[src/rtl/reglk_guard_regfile.sv]
// Lock-guarded register bank: six data registers with sticky per-register write locks,
// plus a JTAG password FSM whose UNLOCKED state bypasses (but never clears) the locks.
module reglk_guard_regfile #(
  parameter int                   NUM_REGS     = 6,
  parameter int                   DATA_W       = 32,
  parameter int                   MAX_ATTEMPTS = 3,
  parameter logic [31:0]          UNLOCK_KEY   = 32'hA5A5_5A5A,
  parameter logic [NUM_REGS-1:0]  LOCK_RST     = '0
) (
  input  logic                clk_i,
  input  logic                rst_i,
  input  logic                req_i,
  input  logic                we_i,
  input  logic [3:0]          addr_i,
  input  logic [DATA_W-1:0]   wdata_i,
  output logic                gnt_o,
  output logic                rvalid_o,
  output logic [DATA_W-1:0]   rdata_o,
  output logic                err_o,
  input  logic                jtag_unlock_valid_i,
  input  logic [31:0]         jtag_unlock_key_i,
  output logic                jtag_unlock_ack_o,
  output logic                jtag_unlock_pass_o,
  output logic                jtag_unlocked_o,
  output logic                jtag_lockout_o,
  output logic [NUM_REGS-1:0] reglk_o
);

  localparam int         IDX_W     = $clog2(NUM_REGS);
  localparam logic [3:0] ADDR_LOCK = 4'd6;
  localparam logic [3:0] ADDR_STAT = 4'd7;
  localparam logic [3:0] MAX_CNT   = 4'(MAX_ATTEMPTS);

  typedef enum logic [1:0] {S_IDLE, S_CHECK, S_UNLOCKED, S_LOCKOUT} state_e;

  state_e                state_q, state_d;
  logic [3:0]            cnt_q, cnt_d;
  logic [31:0]           key_q, key_d;
  logic                  ack_q, ack_d, pass_q, pass_d;
  logic [NUM_REGS-1:0]   reglk_q, reglk_d;
  logic [DATA_W-1:0]     regs_q [NUM_REGS];
  logic                  rvalid_q, err_q, err_d;
  logic [DATA_W-1:0]     rdata_q, rdata_d;
  logic                  wr_en, is_data, unlocked, relock;
  logic [IDX_W-1:0]      idx;

  assign idx      = addr_i[IDX_W-1:0];
  assign is_data  = (addr_i < 4'(NUM_REGS));
  assign unlocked = (state_q == S_UNLOCKED);
  assign relock   = req_i && we_i && (addr_i == ADDR_STAT) && wdata_i[0] && unlocked;

  // All lock decisions below read the registered state, so a same-cycle lock
  // write or unlock never affects a concurrent data write.
  always_comb begin
    rdata_d = '0;
    err_d   = 1'b0;
    wr_en   = 1'b0;
    reglk_d = reglk_q;
    if (req_i) begin
      if (is_data) begin
        if (we_i) begin
          if (!reglk_q[idx] || unlocked) wr_en = 1'b1;
          else                           err_d = 1'b1;
        end else begin
          rdata_d = regs_q[idx];
        end
      end else if (addr_i == ADDR_LOCK) begin
        if (we_i) reglk_d = reglk_q | wdata_i[NUM_REGS-1:0];
        else      rdata_d = DATA_W'(reglk_q);
      end else if (addr_i == ADDR_STAT) begin
        if (!we_i) rdata_d = DATA_W'({cnt_q, 2'b00, (state_q == S_LOCKOUT), unlocked});
      end else begin
        err_d = 1'b1;
      end
    end
  end

  always_ff @(posedge clk_i) begin
    if (rst_i) state_q <= S_IDLE;
    else       state_q <= state_d;
  end

  always_comb begin
    state_d = state_q;
    case (state_q)
      S_IDLE:     if (jtag_unlock_valid_i) state_d = S_CHECK;
      S_CHECK: begin
        if (key_q == UNLOCK_KEY)             state_d = S_UNLOCKED;
        else if (cnt_q + 4'd1 == MAX_CNT)    state_d = S_LOCKOUT;
        else                                 state_d = S_IDLE;
      end
      S_UNLOCKED: if (relock) state_d = S_IDLE;
      default:    state_d = S_LOCKOUT;
    endcase
  end

  always_comb begin
    ack_d  = 1'b0;
    pass_d = 1'b0;
    cnt_d  = cnt_q;
    key_d  = key_q;
    case (state_q)
      S_IDLE: if (jtag_unlock_valid_i) key_d = jtag_unlock_key_i;
      S_CHECK: begin
        ack_d = 1'b1;
        if (key_q == UNLOCK_KEY) begin
          pass_d = 1'b1;
          cnt_d  = 4'd0;
        end else begin
          cnt_d  = cnt_q + 4'd1;
        end
      end
      S_UNLOCKED: begin
        ack_d  = jtag_unlock_valid_i;
        pass_d = jtag_unlock_valid_i;
        if (relock) cnt_d = 4'd0;
      end
      default: ack_d = jtag_unlock_valid_i;
    endcase
  end

  always_ff @(posedge clk_i) begin
    if (rst_i) begin
      cnt_q    <= 4'd0;
      ack_q    <= 1'b0;
      pass_q   <= 1'b0;
      reglk_q  <= LOCK_RST;
      rvalid_q <= 1'b0;
      err_q    <= 1'b0;
      rdata_q  <= '0;
      for (int i = 0; i < NUM_REGS; i++) regs_q[i] <= '0;
    end else begin
      cnt_q    <= cnt_d;
      ack_q    <= ack_d;
      pass_q   <= pass_d;
      reglk_q  <= reglk_d;
      rvalid_q <= req_i;
      err_q    <= err_d;
      rdata_q  <= rdata_d;
      if (wr_en) regs_q[idx] <= wdata_i;
    end
  end

  always_ff @(posedge clk_i) key_q <= key_d;

  assign gnt_o              = req_i;
  assign rvalid_o           = rvalid_q;
  assign rdata_o            = rdata_q;
  assign err_o              = err_q;
  assign jtag_unlock_ack_o  = ack_q;
  assign jtag_unlock_pass_o = pass_q;
  assign jtag_unlocked_o    = unlocked;
  assign jtag_lockout_o     = (state_q == S_LOCKOUT);
  assign reglk_o            = reglk_q;

endmodule

[config.mk]
export PLATFORM = sky130hd
export DESIGN_NAME = reglk_guard_regfile
export DESIGN_NICKNAME = d
export VERILOG_FILES = /design/src/rtl/reglk_guard_regfile.sv
export SDC_FILE = /design/constraint.sdc
export NUM_CORES = 1
export LEC_CHECK = 0
export ABC_AREA = 0
export BUFFER_PORTS_ARGS = -buffer_cell sky130_fd_sc_hd__clkbuf_2
export CAP_MARGIN = 20
export CORE_MARGIN = 5
export CORE_UTILIZATION = 40
export DETAILED_ROUTE_END_ITERATION = 8
export MAX_ROUTING_LAYER = met4
export PLACE_DENSITY = 0.63
export SYNTH_ARGS = -nofsm -noshare
export SYNTH_HDL_FRONTEND = slang
export SYNTH_SLANG_ARGS = --single-unit
export TNS_END_PERCENT = 10
[constraint.sdc]
create_clock -name clk_i -period 7.8 [get_ports clk_i]
set_input_delay 1.17 -clock clk_i [delete_from_list [all_inputs] [get_ports clk_i]]
set_output_delay 1.17 -clock clk_i [all_outputs]
set_load 0.02 [all_outputs]
======== Yosys cells after proc, flatten, opt, wreduce, memory -nomap -nowiden ========
Memory sizes are Yosys's and may differ from the RTL's.
Cells that the tools add are included.
cells by class
  add/subtract/negate cells ............... 1
  order comparisons ....................... 2
  equal/unequal tests ..................... 9
  mux-type cells .......................... 36
  bitwise gates (word level) .............. 3
  reductions and logical operators ........ 14
operators with widths
  operator                                            number
  2-to-1 mux 32 bit                                   4
  == test 32 bit, second input constant               1
  OR reduction 32 bit                                 1
  2-to-1 mux 1 bit                                    17
  2-to-1 mux 8 bit                                    2
  == test 4 x 3 -> 1 bit, second input constant       2
  2-to-1 mux 2 bit                                    4
  2-to-1 mux 4 bit                                    2
  case mux 4 bit (2 select lines)                     1
  2-to-1 mux 6 bit                                    1
  bitwise OR 6 bit                                    1
  case mux 2 bit (3 select lines)                     1
  AND reduction 2 bit                                 3
  adder 4 x 1 -> 4 bit, second input constant         1
  == test 2 bit, second input constant                2
  == test 4 x 2 -> 1 bit, second input constant       1
  logical AND 1 bit                                   4
  < comparator 3 x 4 -> 1 bit, second input constant  1
  < comparator 4 x 3 -> 1 bit, second input constant  1
  case mux 1 bit (2 select lines)                     2
  AND reduction 4 bit                                 1
  binary-select mux 1 bit (select 3 bit)              1
  2-to-1 mux 3 bit                                    1
  == test 2 x 1 -> 1 bit, second input constant       1
  8 further kinds                                     9
storage, ports and cells
  register bits after elaboration ......... 80
  memory bits (writable) .................. 192
  input port bits ......................... 73
  logic and storage cells ................. 75
  memories kept ........................... 1
memory list
  memory  depth  width  read ports  clocked after memory_dff  write ports  RTL line  RTL
  regs_q  6      32     1           0                         6            41        logic [DATA_W-1:0] regs_q [NUM_REGS];

======== Longest topological paths before layout ========
Gate-level depths: netlist of run 1.
  depth after elaboration ................. 13
  depth in mapped cells ................... 8
  depth with buffers taken out ............ 6

======== Least setup slack after synthesis of run 1 ========
OpenSTA, ideal clock, no wires.
  path kind ............................... input -> register
  start point ............................. input addr_i[0]
  end point ............................... memory regs_q[0][0] (enable)
  setup time .............................. 0.511 ns
  arrival ................................. 5.632 ns
  required time ........................... 7.289 ns
  setup slack ............................. 1.658 ns
  cell stages on the path ................. 6
  buffers on the path ..................... 2
  cell sequence ........................... buf_2 mux2_2 a222oi_1 buf_4 nor2_2 o41ai_1
RTL lines
  element          RTL line  RTL
  start, declared  14        input logic [3:0] addr_i,
  end, declared    41

==> metrics.md, run 1 <==
| Metric | Value |
|---|---|
| Status | finished clean |
| Async SR Flop Fraction | 0% |
| Vias | 7853 |
| Sequential area share after synthesis | 65.4% |
| Dominant synthesized flop cell | edfxtp_1 |
| Synth top area share | 57.8% |
| Final worst-path cycle share | 53.7% |
| Die X-Extent | 187 um |
| Routed vias/inst | 5.32 |
| CTS Buffer Depth | 3 |
| # DRC | 0 |
| Largest net degree at the start of global routing | 70 |
| GR Overflow Total | 0 |
| Final WL | 30600 um |
| All-Layer GR Usage | 17.5% |
| Setup TNS | 0 ns |
| Initial antenna violation count | 0 |
| Post-Syn Instances | 932 |
| CTS Hold Bufs | 0 |
| Max-cap violations | 0 |
| CP Class | in2reg |
| Synthesis-stage register bit count | 290 |
| Critical Path Fanout Max | 33 |
| Final Core Density | 46.6% |
| Layout cells sized above 1 | 22.4% |
| Initial core utilization | 40.2% |
| Min cycle time layout | 4.19 ns |
| Avg Inst Size Synth | 13.5 sq um |
| Antenna Nets Post-Route | 0 |
| WP data arrival | 4.35 ns |
| Cell variety after synth | 57 |
| CP Data Required Time | 7.96 ns |
| Max Slew Vio Count | 0 |
| Peak VDD IR | 0.000168 V |
| Post-synth EDFFs | 242 |
| Clock skew | 0.0208 ns |
| Relative slew slack | 31.6% |
| Largest cells by area after synthesis | edfxtp_1 58%, dfxtp_1 7.6%, mux4_2 3.9% |
| Drt pass-1 iters | 5 |
| # Post-CTS Setup Buffers | 0 |
| Fin cells | 1475 |
| DIE HEIGHT | 187 um |
| Worst setup EP type | register |
| Yosys warning count | 0 |
| CTS tree | done |
| Later-pin clock latency in the skew report | 0.57 ns |
| Core Rows | 65 |
| PD cells | 246 nW/um^2 |
| Highest clock rate | 239 MHz |
| Vias in the first global route | 7940 |
| P&R area growth vs syn | 16.0% |
| First-pass GRT wire length | 47200 um |
| Total power | 0.00359 W |
| Wirelength per Cell | 20.8 um |
| RD Place Congestion | 0.770 |
| Dpl hpwl | 19100 um |
| Root buffer cell | clkbuf_16 |
| Placed cell count | 1415 |
| Final hold viol count | 0 |
| CTS HTree Levels | 1 |
| I/O pins | 118 |
| Hold WC Path Type | reg2reg |
| Resized cells post-CTS | 0 |
| Initial drt markers | 762 |
| Nets | 1127 |
| Area leader, netlist | edfxtp_1 |
| RSZ-0062 raised after global routing | no |
| Worst Setup Start Kind | input pin |
| Clk pin slew, worst setup/hold paths | 0.06 ns |
| Final setup vio count | 0 |
| Ant diodes | 0 |
| Die area | 35100 sq um |
| P_leak | 5.45 nW |
| Sinks on Clock Net | 290 |
| Core ar. | 31300 sq um |
| Post-synthesis instance area | 12600 sq um |
| CTS Buf Count | 31 |
| Worst-Margin Slew | 1.02 ns |
| Buffers on Ports | 117 |
## logic make-up after synthesis
family | count (synthesis) | synth area share [%]
buffers and inverters | 93 | 3.35
DFF | 290 | 65.4
xor gates and xnor gates | 3 | 0.209
muxes | 80 | 8.78
and+or+nand+nor | 354 | 15.4
other | 1 | 0.0298
AOI/OAI and AO/OA | 105 | 6.25
adders and majority gates | 6 | 0.597
## flip-flops by register name, indices dropped and copies added (netlist names)
signal / count
cnt_q: 4
err_o: 1
jtag_unlock_ack_o: 1
jtag_unlock_pass_o: 1
key_q: 32
rdata_o: 32
reglk_o: 6
regs_q: 210
rvalid_o: 1
state_q: 2
## stage by stage
stage,area [sq um],setup slack (ns),hold slack [ns]
3_3_place_gp,13600,3.14,0.492
5_1_grt,14600,3.41,0.540
4_1_cts,14600,3.63,0.504
6_report,14600,3.61,0.502
2_1_floorplan,12600,1.66,0.470
3_5_place_dp,13600,3.05,0.494
## area by class of cell
cell class	instances	area (sq um)
Clock buffer	44	855
Clock inverter	14	129
Fill cell	2769	16700
Inverter	19	71.3
Multi-Input combinational cell	566	4040
Sequential cell	290	8230
Tap cell	402	503
Timing Repair Buffer	140	772
## synth_stat cells (all sizes together) (16+ instances only)
cell / number
a211oi: 18
a22oi: 20
and2: 70
and3: 39
buf: 38
clkbuf: 36
dfxtp: 48
edfxtp: 242
inv: 19
mux2: 20
mux2i: 38
mux4: 22
nand2: 16
nand2b: 31
nand3: 18
nor2: 103
nor3: 16
o21ai: 19
## cell usage in the layout, fill, tap and decap left out, types with 10 or more instances in the layout
cell type | Yosys | layout
nand3_1 | 18 | 18
a21oi_1 | 12 | 12
dfxtp_1 | 48 | 48
nor2_1 | 101 | 101
mux2_2 | 19 | 19
clkbuf_1 | 33 | 10
nand2b_1 | 31 | 31
clkbuf_2 | 3 | 116
nor2b_1 | 11 | 10
and3_1 | 39 | 39
inv_1 | 19 | 19
clkbuf_16 | 0 | 31
nand3b_1 | 13 | 13
buf_4 | 2 | 22
conb_1 | 1 | 18
mux2i_1 | 38 | 38
a22oi_1 | 20 | 20
edfxtp_1 | 242 | 242
nor3_1 | 16 | 16
nand2_1 | 16 | 16
nor4_1 | 14 | 14
o21ai_0 | 19 | 17
a211oi_1 | 18 | 18
mux4_2 | 22 | 22
and2_1 | 70 | 70
## final timing paths
kind | startpoint | to | slack, ns | cells after the start
min | cnt_q[2]$_SDFFE_PP0P_ | cnt_q[2]$_SDFFE_PP0P_ | 0.50 | 2
max | addr_i[2] | regs_q[3][4]$_SDFFCE_PN0P_ | 3.61 | 7
min reg2reg | cnt_q[2]$_SDFFE_PP0P_ | cnt_q[2]$_SDFFE_PP0P_ | 0.50 | 2
max reg2reg | reglk_o[3]$_SDFFE_PP0P_ | regs_q[1][2]$_SDFFCE_PN0P_ | 4.80 | 6
## critical path, stage by stage
cell      delay [ns]
clkbuf_2        0.59
nor2b_2         0.96
a222oi_1        0.21
buf_4           0.25
o211a_1         0.21
buf_4           0.25
or2_2           0.69
## report_power, final
group	internal [W]	switching (W)	leakage [nW]	total, W
Sequential	0.00180	0.0000378	2.69	0.00184
Clock	0.000826	0.000600	0.478	0.00143
Combinational	0.000121	0.000210	2.27	0.000331
Total	0.00274	0.000849	5.45	0.00359
## layer usage
metal  up-vias  share of wire [%]  global-route usage, %
li1       3704                  -                      -
met1      3877                 44                   23.7
met2       221                 49                   28.1
met3        51                5.5                   2.87
met4         0                2.1                   4.10
met5         -                  0                      -
(Power assumes the default switching activity.)
==> run 2, diff against run 1 <==
==> constraint.sdc (replaced) <==
create_clock -name clk_i -period 3.9 [get_ports clk_i]
set_input_delay 0.585 -clock clk_i [delete_from_list [all_inputs] [get_ports clk_i]]
set_output_delay 0.585 -clock clk_i [all_outputs]
set_load 0.02 [all_outputs]
==> metrics.md, run 2 (synthesis gave the netlist of run 1 again) <==
| Metric | Value |
|---|---|
| Fin cells | 1484 (+0.61%) |
| Slowest cell on the critical path | a222oi_1 |
| Hold endpoint | key_q[3]$_DFFE_PP_ |
| Max reg flops | 210 (unchanged) |
| CTS tree | done |
| Max-cap violations | 0 (unchanged) |
| FILL cells | 2751 (-0.65%) |
| Final worst-path cycle share | 75.0% |
| # Post-CTS Setup Buffers | 0 (unchanged) |
| RR Endpoint | regs_q[0][15]$_SDFFCE_PN0P_ |
| Vias in the first global route | 8468 (+6.6%) |
| R2R depth | 5 (-1) |
| Max incr delay on CP | 0.63 ns (-0.33 ns) |
| Cell Chain, Critical Path | clkbuf_2, nor2b_1, a222oi_1, nor2_4, o41ai_4, buf_4 |
| Worst setup EP type | register |
| Later-pin clock latency in the skew report | 0.50 ns (-0.07 ns) |
| Initial antenna violation count | 0 (unchanged) |
| WP data arrival | 3.07 ns (-1.28 ns) |
| Wirelength per Cell | 20.7 um (-0.29%) |
| Critical Path Fanout Max | 37 (+12%) |
| Dpl hpwl | 18900 um (-1.0%) |
| Resized cells post-CTS | 0 (unchanged) |
| Highest clock rate | 342 MHz |
| Min cycle time layout | 2.93 ns |
| Final instance area | 14800 sq um (+1.1%) |
| All-Layer GR Usage | 17.8% (+0.29 points) |
| RD Place Congestion | 0.783 (+1.7%) |
| Buffers on Ports | 117 (unchanged) |
| R2R Path Start | reglk_o[2]$_SDFFE_PP0P_ |
| Worst-Margin Slew | 1.06 ns (+0.0411 ns) |
| P_leak | 5.53 nW (+1.6%) |
| GR Overflow Total | 0 (unchanged) |
| Vias | 7963 (+1.4%) |
| Commonest cells after routing, fill and taps aside | 242 x edfxtp_1, 116 x clkbuf_2, 101 x nor2_1, 70 x and2_1, 48 x dfxtp_1 |
| Initial drt markers | 582 (-24%) |
| Routed vias/inst | 5.37 (+0.79%) |
| Nets | 1137 (+0.89%) |
| DIE HEIGHT | 187 um (unchanged) |
| Hold WC Path Type | in2reg |
| Ant diodes | 0 (unchanged) |
| Initial core utilization | 40.2% (unchanged) |
| Final setup vio count | 0 (unchanged) |
| I/O pins | 118 (unchanged) |
| Max Slew Vio Count | 0 (unchanged) |
| CTS HTree Levels | 2 (+1) |
| RSZ-0062 raised after global routing | no |
| Sinks on Clock Net | 290 (unchanged) |
| CTS Hold Bufs | 0 (unchanged) |
| CP top delay family | compound AO/OA/AOI/OAI gates |
| Post-DP Area | 13700 sq um (+0.85%) |
| Min-delay src | jtag_unlock_key_i[3] |
| Worst Setup Start Kind | input pin |
| Status | finished clean |
| R2R setup slack | 1.12 ns (-3.68 ns) |
| CP Class | in2reg |
| Die X-Extent | 187 um (unchanged) |
| Worst path bufs/invs | 2 (-1) |
| Antenna Nets Post-Route | 0 (unchanged) |
| Post-route worst hold slack | 0.254 ns (-0.247 ns) |
| Core Rows | 65 (unchanged) |
| Final hold viol count | 0 (unchanged) |
| Drt pass-1 iters | 5 (unchanged) |
| Largest net degree at the start of global routing | 78 (+11%) |
| PD cells | 497 nW/um^2 (+100%) |
| Relative slew slack | 29.0% (-2.6 points) |
| Die area | 35100 sq um (unchanged) |
| First-pass GRT wire length | 48000 um (+1.6%) |
| CTS Buffer Depth | 3 (unchanged) |
| Final WL | 30700 um (+0.32%) |
| Layout cells sized above 1 | 23.2% (+0.83 points) |
| Clock skew | 0.0229 ns (+0.00212 ns) |
| Hold path depth | 1 (-1) |
| Peak VDD IR | 0.000268 V (+59%) |
| Core ar. | 31300 sq um (unchanged) |
| # DRC | 0 (unchanged) |
| Largest Register | regs_q |
| Root buffer cell | clkbuf_16 |
| P&R area growth vs syn | 17.4% |
| CTS Buf Count | 34 (+9.7%) |
| Clk pin slew, worst setup/hold paths | 0.06 ns (about the same) |
| CP Data Required Time | 4.04 ns (-3.92 ns) |
| Commonest non-fill, non-tap cell in the layout | edfxtp_1 |
| Placed cell count | 1424 (+0.64%) |
==> run 2: cell count changes in the layout (fill, tap and decap cells not counted), moves of 3 or more <==
cell and delta:
buf_4 +6, clkbuf_16 +3, clkbuf_8 +3, clkinv_1 -3
==> run 2: worst register-to-register path, delay by kind of cell, from the launching register on <==
family          cells  cell delay [ns]
compound gates      2             1.03
buf+inv             1             0.41
flops               1             0.34
simple gates        1             0.34
mux                 1             0.28
==> run 2: how the worst max path moves through the flow <==
stage / start / endpoint / slack, ns / cells after the start
final: addr_i[2] / regs_q[0][15]$_SDFFCE_PN0P_ / 0.97 / 6
after global routing: addr_i[2] / regs_q[0][31]$_SDFFCE_PN0P_ / 0.85 / 6
after CTS: addr_i[2] / regs_q[0][31]$_SDFFCE_PN0P_ / 0.99 / 6
after detailed placement: addr_i[2] / regs_q[0][28]$_SDFFCE_PN0P_ / 0.52 / 6
after global placement: addr_i[2] / regs_q[0][15]$_SDFFCE_PN0P_ / 0.56 / 6
after floorplan: addr_i[0] / regs_q[4][0]$_SDFFCE_PN0P_ / -0.68 / 7
==> run 2: area by class of cell <==
type	instances	area, sq um	area share, %
Sequential cell	290	8230	55.7
Multi-Input combinational cell	566	4060	27.5
Clock buffer	51	975	6.60
Timing Repair Buffer	147	842	5.70
Tap cell	402	503	3.41
Clock inverter	9	82.6	0.559
Inverter	19	71.3	0.483
==> run 2: report_power, final <==
part | switching (W) | internal [W] | total, W | leakage, nW
clock | 0.00120 | 0.00179 | 0.00299 | 0.517
combinational | 0.000423 | 0.000249 | 0.000672 | 2.32
sequential | 0.0000729 | 0.00359 | 0.00367 | 2.69
==> run 2: layer usage <==
layer  vias to the layer above  global-route usage, %  wire, um
met5                         -                      -         0
met4                         0                   4.84       672
met3                        45                   2.71      1710
met2                       259                   29.8     15300
met1                      3954                   22.9     13000
li1                       3705                      -         -
==> run 2: metrics by stage <==
stage	TNS (ns)	util, %	power [W]	setup slack (ns)
CTS	0	47.2	0.00741	0.994
detailed placement	0	43.8	0.00441	0.517
global placement	0	43.8	0.00439	0.560
floorplan	-30.10	-	0.00416	-0.682
finish	0	47.2	0.00733	0.975
global route	0	47.2	0.00763	0.847
